===== config.mk =====
export PLATFORM = sky130hd
export DESIGN_NAME = rgb_to_hsv_stream
export DESIGN_NICKNAME = d
export VERILOG_FILES = /design/src/rtl/rgb_to_hsv_stream.sv
export SDC_FILE = /design/constraint.sdc
export NUM_CORES = 1
export LEC_CHECK = 0
export CAP_MARGIN = 15
export CORE_MARGIN = 2
export CORE_UTILIZATION = 47
export CTS_CLUSTER_SIZE = 28
export DETAILED_ROUTE_END_ITERATION = 12
export GPL_ROUTABILITY_DRIVEN = 0
export GPL_TIMING_DRIVEN = 0
export MAX_ROUTING_LAYER = met4
export PLACE_DENSITY = 0.68
export SYNTH_ARGS = -nofsm -noshare
export SYNTH_HDL_FRONTEND = slang
export SYNTH_SLANG_ARGS = --single-unit

===== constraint.sdc =====
create_clock -name clk -period 10.3 [get_ports clk]
set_clock_uncertainty 0.15 [all_clocks]
set_input_delay 2.575 -clock clk [delete_from_list [all_inputs] [get_ports clk]]
set_output_delay 2.575 -clock clk [all_outputs]
set_load 0.02 [all_outputs]

===== src/rtl/rgb_to_hsv_stream.sv =====
// Streaming RGB-to-HSV converter: one pixel in flight, H and S quotients come
// from one shared restoring divider, results held under output backpressure.
module rgb_to_hsv_stream #(
  parameter int PIX_W     = 8,
  parameter int FRAC_BITS = 16,
  parameter int HUE_MODE  = 0,
  parameter int S_MAX     = (1 << PIX_W) - 1
) (
  input  logic             clk,
  input  logic             reset,
  input  logic             in_valid,
  output logic             in_ready,
  input  logic [PIX_W-1:0] r,
  input  logic [PIX_W-1:0] g,
  input  logic [PIX_W-1:0] b,
  output logic             out_valid,
  input  logic             out_ready,
  output logic [8:0]       h,
  output logic [PIX_W-1:0] s,
  output logic [PIX_W-1:0] v,
  output logic             busy
);

  // Handshake: a transfer happens on a rising edge where valid and ready are
  // both high; out_valid and h/s/v never change while out_ready is low.
  localparam int DIV_CYC = FRAC_BITS + 1;
  localparam int CW      = $clog2(DIV_CYC);
  localparam int IW      = PIX_W + FRAC_BITS + 10;
  localparam int H_WRAP  = (HUE_MODE == 0) ? 180 : 360;

  typedef enum logic [2:0] {
    IDLE, LOAD, GREY, DIV_H, DIV_S, SCALE, OUT
  } state_t;

  state_t state;

  logic [PIX_W-1:0] r_q, g_q, b_q;
  logic [PIX_W-1:0] max_q, delta_q;
  logic [8:0]       off_q;
  logic             neg_q;
  logic [FRAC_BITS:0] f_q;

  logic [PIX_W:0]     div_rem;
  logic [PIX_W-1:0]   div_den;
  logic [FRAC_BITS:0] div_q;
  logic [CW-1:0]      div_cnt;

  // Pixel analysis on the captured channels
  logic [PIX_W-1:0]        mx, mn, delta;
  logic signed [PIX_W:0]   num;
  logic [PIX_W:0]          num_abs;
  logic [8:0]              off;

  always_comb begin
    mx  = b_q;
    num = $signed({1'b0, r_q}) - $signed({1'b0, g_q});
    off = 9'd240;
    if (r_q >= g_q && r_q >= b_q) begin
      mx  = r_q;
      num = $signed({1'b0, g_q}) - $signed({1'b0, b_q});
      off = 9'd0;
    end else if (g_q >= b_q) begin
      mx  = g_q;
      num = $signed({1'b0, b_q}) - $signed({1'b0, r_q});
      off = 9'd120;
    end
    mn      = (r_q < g_q) ? r_q : g_q;
    mn      = (mn < b_q) ? mn : b_q;
    delta   = mx - mn;
    num_abs = num[PIX_W] ? $unsigned(-num) : $unsigned(num);
  end

  // One restoring step: the dividend never exceeds the divisor, so the
  // remainder fits in PIX_W+1 bits and the first step yields the 2^0 bit.
  logic               ge;
  logic [PIX_W:0]     rem_sub, rem_next;
  logic [FRAC_BITS:0] q_next;
  logic               div_last;

  always_comb begin
    ge       = (div_rem >= {1'b0, div_den});
    rem_sub  = ge ? (div_rem - {1'b0, div_den}) : div_rem;
    rem_next = rem_sub << 1;
    q_next   = {div_q[FRAC_BITS-1:0], ge};
    div_last = (div_cnt == CW'(DIV_CYC - 1));
  end

  // Hue and saturation scaling; div_q holds the S quotient while in SCALE
  logic [IW-1:0]        off_fx, sixty_f, hue_u, h_full, s_full;
  logic signed [IW-1:0] hue_fx;
  logic [8:0]           h_val;
  logic [PIX_W-1:0]     s_val;

  always_comb begin
    off_fx  = IW'(off_q) << FRAC_BITS;
    sixty_f = IW'(f_q) * IW'(60);
    hue_fx  = neg_q ? $signed(off_fx - sixty_f) : $signed(off_fx + sixty_f);
    hue_u   = (hue_fx < 0) ? ($unsigned(hue_fx) + (IW'(360) << FRAC_BITS))
                           : $unsigned(hue_fx);
    if (HUE_MODE == 0)
      h_full = (hue_u + (IW'(1) << FRAC_BITS)) >> (FRAC_BITS + 1);
    else
      h_full = (hue_u + (IW'(1) << (FRAC_BITS - 1))) >> FRAC_BITS;
    h_val  = (h_full == IW'(H_WRAP)) ? 9'd0 : h_full[8:0];
    s_full = (IW'(S_MAX) * IW'(div_q) + (IW'(1) << (FRAC_BITS - 1))) >> FRAC_BITS;
    s_val  = (s_full > IW'(S_MAX)) ? PIX_W'(S_MAX) : s_full[PIX_W-1:0];
  end

  always_ff @(posedge clk or posedge reset) begin
    if (reset) begin
      state     <= IDLE;
      in_ready  <= 1'b1;
      out_valid <= 1'b0;
      busy      <= 1'b0;
      h         <= '0;
      s         <= '0;
      v         <= '0;
      r_q       <= '0;
      g_q       <= '0;
      b_q       <= '0;
      max_q     <= '0;
      delta_q   <= '0;
      off_q     <= '0;
      neg_q     <= 1'b0;
      f_q       <= '0;
      div_rem   <= '0;
      div_den   <= '0;
      div_q     <= '0;
      div_cnt   <= '0;
    end else begin
      case (state)
        IDLE: begin
          if (in_valid && in_ready) begin
            r_q      <= r;
            g_q      <= g;
            b_q      <= b;
            in_ready <= 1'b0;
            busy     <= 1'b1;
            state    <= LOAD;
          end
        end
        LOAD: begin
          max_q   <= mx;
          delta_q <= delta;
          off_q   <= off;
          neg_q   <= num[PIX_W];
          div_rem <= num_abs;
          div_den <= delta;
          div_q   <= '0;
          div_cnt <= '0;
          state   <= (delta == '0) ? GREY : DIV_H;
        end
        GREY: begin
          h         <= '0;
          s         <= '0;
          v         <= max_q;
          out_valid <= 1'b1;
          state     <= OUT;
        end
        DIV_H: begin
          div_rem <= rem_next;
          div_q   <= q_next;
          div_cnt <= div_cnt + CW'(1);
          if (div_last) begin
            f_q     <= q_next;
            div_rem <= {1'b0, delta_q};
            div_den <= max_q;
            div_q   <= '0;
            div_cnt <= '0;
            state   <= DIV_S;
          end
        end
        DIV_S: begin
          div_rem <= rem_next;
          div_q   <= q_next;
          div_cnt <= div_cnt + CW'(1);
          if (div_last) state <= SCALE;
        end
        SCALE: begin
          h         <= h_val;
          s         <= s_val;
          v         <= max_q;
          out_valid <= 1'b1;
          state     <= OUT;
        end
        OUT: begin
          if (out_valid && out_ready) begin
            out_valid <= 1'b0;
            in_ready  <= 1'b1;
            busy      <= 1'b0;
            state     <= IDLE;
          end
        end
        default: state <= IDLE;
      endcase
    end
  end

endmodule


==> Word-level counts from Yosys, hierarchy flattened <==
Index checks and enable logic that the tools add are counted.
{ "word_totals": {"register_bits": 137, "inputBits": 28, "output_inout_bits": 28, "wordCells": 107} }
{ "op_classes": {"n_addsub": 12, "n_mul": 2, "n_lt_le_gt_ge": 8, "eq_ne": 12, "mux": 37, "reduce_logical": 17} }
{ "ops": {"columns": ["operator", "count"], "rows": [
  ["$mux 34", 2],
  ["$mux 8", 8],
  ["$mux 9", 6],
  ["$pmux 17 s3", 1],
  ["$add 34x17->34 const B", 1],
  ["$add 34x25->34 const B", 1],
  ["$lt 34x1->1 const B", 1],
  ["$pmux 8 s2", 2],
  ["$pmux 9 s3", 1],
  ["$sub 8x8->9", 3],
  ["$add 25x16->26 const B", 1],
  ["$add 25x23->26", 1],
  ["$sub 25x23->26", 1],
  ["$mul 8x17->25 const A", 1],
  ["$ge 8x8->1", 3],
  ["$mul 17x4->21 const B", 1],
  ["$pmux 3 s6", 1],
  ["$pmux 9 s2", 1],
  ["$eq 17x8->1 const B", 1],
  ["$mux 17", 1],
  ["$lt 8x8->1", 2],
  ["$sub 8x8->8", 2],
  ["$pmux 5 s3", 1],
  ["$mux 3", 4],
  ["other kinds (21)", 41]
]} }

==> Depth between registers and ports, before layout <==
{ "logic_depth": {"depth_word": 9, "ltp_mapped": 34, "depth_no_buf": 32} }

==> Worst setup path after synthesis <==
No wires, ideal clock.
{ "synth_path": {"kind": "register to register", "startpoint": "reg f_q[11]", "endpoint": "reg h[2]", "setup_ns": 0.121, "t_arrival_ns": 5.954, "required_ns": 10.029, "setup_slack_ns": 4.075, "stages_incl_launch_ff": 30, "n_path_buf": 3, "synth_period_minus_slack_ns": 6.225, "cell_sequence": "dfrtp_1 inv_1 fa_1 fa_1 inv_1 ha_1 clkbuf_1 a21oi_1 o21ai_1 a211o_1 nand3b_1 nand2b_1 a21oi_1 o21bai_1 a21oi_1 xnor2_1 ha_1 clkbuf_1 nor2_1 nor2_1 nor2_1 or4_1 nand2b_1 clkbuf_1 a211o_1 xnor2_2 nand2_2 a211oi_2 a31oi_1 a22o_1"} }
{ "synth_between": {"elab_chain_cells": 9, "elab_cells_between_ends": 11, "classes_between": "add/sub (4); mul (1); order compare (1); eq/ne (1); mux (4)"} }
{ "synth_rtl": {"columns": ["item", "line", "source"], "rows": [
  ["start: declaration", "41", "logic [FRAC_BITS:0] f_q;"],
  ["start signal: assignment", "165", "f_q <= q_next;"],
  ["$mul 17x4->21 (*)", "96", "sixty_f = IW'(f_q) * IW'(60);"],
  ["$add 25x23->26 / $sub 25x23->26 (equally long branches)", "97", "hue_fx = neg_q ? $signed(off_fx - sixty_f) : $signed(off_fx + sixty_f);"],
  ["$mux 34 (*)", "97", null],
  ["$add 34x25->34 / $lt 34x1->1 (equally long branches)", "98", "hue_u = (hue_fx < 0) ? ($unsigned(hue_fx) + (IW'(360) << FRAC_BITS))"],
  ["$mux 34 (*)", "98", null],
  ["$add 34x17->34 (*)", "101", "h_full = (hue_u + (IW'(1) << FRAC_BITS)) >> (FRAC_BITS + 1);"],
  ["$eq 17x8->1", "104", "h_val = (h_full == IW'(H_WRAP)) ? 9'd0 : h_full[8:0];"],
  ["$mux 9 (*)", "104", null],
  ["$pmux 9 s2 (*)", "131", "case (state)"],
  ["end signal: assignment", "180", "h <= h_val;"],
  ["end: declaration", "18", "output logic [8:0] h,"]
]} }
Every way passes the cells marked *; elsewhere a longest branch is shown, timed or not.
A chain may end at the register's enable or synchronous reset.

==> Worst setup path in the final report <==
{ "layout_path": {"startpoint": "reg g_q[1]", "endpoint": "reg state[0]"} }
{ "layout_between": {"elab_chain_cells": 8, "elab_cells_between_ends": 13, "classes_between": "add/sub (1); order compare (4); mux (6); reduce/logical (2)"} }
{ "layout_rtl": {"columns": ["item", "line", "source"], "rows": [
  ["start: declaration", "37", "logic [PIX_W-1:0] r_q, g_q, b_q;"],
  ["start signal: assignment", "135", "g_q <= g;"],
  ["$lt 8x8->1", "67", "mn = (r_q < g_q) ? r_q : g_q;"],
  ["$mux 8", "67", null],
  ["$lt 8x8->1", "68", "mn = (mn < b_q) ? mn : b_q;"],
  ["$mux 8", "68", null],
  ["$sub 8x8->8 (*)", "69", "delta = mx - mn;"],
  ["$logic_not 8->1 (*)", "151", "state <= (delta == '0) ? GREY : DIV_H;"],
  ["$mux 1 (*)", "151", null],
  ["$pmux 3 s6 (*)", "131", null],
  ["end signal: assignment", "151", null],
  ["end: declaration", "35", "state_t state;"]
]} }
Marks and branches as above.

==> impl_metrics.ini <==
[status]
outcome = finished clean

[routing]
ant_nets = 0
dr.pass1.iters = 5
vias = 10500
wirelength_mm = 31.1
drcViolationCount = 0
avgRoutedWirePerCell_um = 16.3
drt_iter0_drc = 597
viasPerCell = 5.50

[worst_setup_path]
critPathSlowestCell = dfrtp_1
crit_type = flop to flop
cp_max_fo = 10
max_stage_delay_ns = 0.45
cp_data_required_time_ns = 10.46
end_kind = flop
worstSetupStartpointType = flop
arrival_ns = 7.38
path_common_cell = o21ai_0

[timing]
hold_ws_ns = 0.342
hold_viol_final = 0
setup_viol = 0
tightest_slew_ns = 1.16
finalCritPeriodShare = 0.701
setup_tns_ns = 0
period_minus_slack_ns = 7.22
grt_setup_unrepaired = false
slew_headroom = 0.230
fmax_mhz = 139
slew_viol_final = 0

[floorplan]
fp.dieH_um = 171
io_pins = 56
core_area_um2 = 27600
rows = 61
die_w_um = 171
start_util = 0.475
die_area_um2 = 29300

[cts]
cts_buffers = 17
cts_buffer_depth = 2
cts_tree = yes
hold_buffers = 0
cts_resized = 0
postCtsSetupBuffers = 0
root_buffer = clkbuf_16
clk_latency_ns = 0.42
clk_pin_slew_ns = 0.06
htreeDepth = 4
clock-sinks = 131

[finish]
final_cell_mix = inv_1 (161), nand2_1 (160), ha_1 (143)
area_growth_pct = 12.4
final_area_um2 = 14800
nNetsFinal = 1797
drive_above_1_share = 0.0478
final_common_cell = inv_1
antenna_cells = 0

[job]
cap_violations = 0

[global_route]
busiest_layer = met2
gr-usage-met2 = 0.392
grt_max_degree = 72
grt_pass1_vias = 10400
grt_overflow = 0
met1_usage = 0.294
antenna_found_initial = 0
grt.total_usage = 0.231
use_met3 = 0.0271
grt_pass1_wl_mm = 52.4

[synth]
postSynthNetCount = 1721
ys_ff_latch = 131
synth_edf_count = 0
async_flop_share = 1.00
netlist_area_um2 = 13100
synth_warnings = 0
synth_area_leader_cell = dfrtp_1
synth_ff_type = dfrtp_1
ys_top_cells_by_area = dfrtp_1 (25%), fa_1 (17%), ha_1 (14%), o21ai_0 (4.7%), inv_1 (4.6%)
ys_seq_area_frac = 0.250
netlist_instances = 1439
synth_cell_types = 77
syn_avg_cell_area_um2 = 9.13
synth.top_cell.area_share = 0.248

[placed_design]
place_area_um2 = 14200
port_buffers = 55
hpwl_mm = 24.8

[min_path]
hold_path.class = flop to flop
==> registers in the layout, summed over array words and instances, names as in the netlist, 3 cells and up <==
signal   flops
div_q       17
f_q         17
div_rem      9
h            9
b_q          8
delta_q      8
div_den      8
g_q          8
max_q        8
r_q          8
s            8
v            8
div_cnt      5
off_q        3
state        3
==> worst paths after layout <==
kind	to	startpoint	slack (ns)	depth (start not counted)
setup reg to reg	state[0]	g_q[1]	3.08	32
max in group asynchronous	off_q[6]	reset	6.76	3
hold / removal	delta_q[4]	delta_q[4]	0.34	2
min in group asynchronous	div_cnt[0]	reset	2.45	2
hold reg to reg	delta_q[4]	delta_q[4]	0.34	2
setup / recovery	state[0]	g_q[1]	3.08	32
==> kinds of logic after synthesis <==
logic type / after synthesis / share of synthesized area
XOR/XNOR: 65 / 0.0439
AND/OR/NAND/NOR: 375 / 0.134
multiplexers: 35 / 0.0286
adder cells (fa/ha/maj): 254 / 0.305
buffers and inverters: 208 / 0.0594
flip-flops: 131 / 0.250
AO/OA/AOI/OAI: 371 / 0.179
==> per-layer routing <==
metal	routed length (um)	vias up
li1	-	5102
met3	986	36
met2	15900	206
met1	13700	5129
met5	0	-
met4	567	0
==> critical path: cells and delay by family (launching register included) <==
kind            cells  cell delay, ns
compound gates     17            3.17
xor+xnor            2            0.55
fa+ha+maj           3            0.91
buf+inv             4            1.16
flops               1            0.45
simple gates        6            0.74
==> metrics by stage <==
stage	utilization	std cells	setup WS [ns]
2_1_floorplan	-	1439	4.07
4_1_cts	0.534	1904	3.17
3_5_place_dp	0.514	1873	3.26
6_report	0.534	1905	3.08
5_1_grt	0.534	1905	2.52
3_3_place_gp	0.512	1872	2.18
==> layout make-up <==
cell class	instances	area (um2)
timing repair buffer	57	583
multi-input combinational	1100	9070
clock inverter	12	110
clock buffer	19	453
inverter	162	613
tap	378	473
sequential	131	3280
buffer	46	173
fill	2577	12900
==> cells in the mapped netlist, drive strengths merged, types with 20 or more instances <==
cell	n
nand2	161
a21o	29
xnor2	41
mux2	20
ha	143
clkbuf	46
fa	111
dfrtp	130
a21oi	85
xor2	24
inv	162
o21ai	130
nor2	91
Power is not shown: default switching activity piles up to over one toggle a cycle in this logic, so the estimate is an artifact.
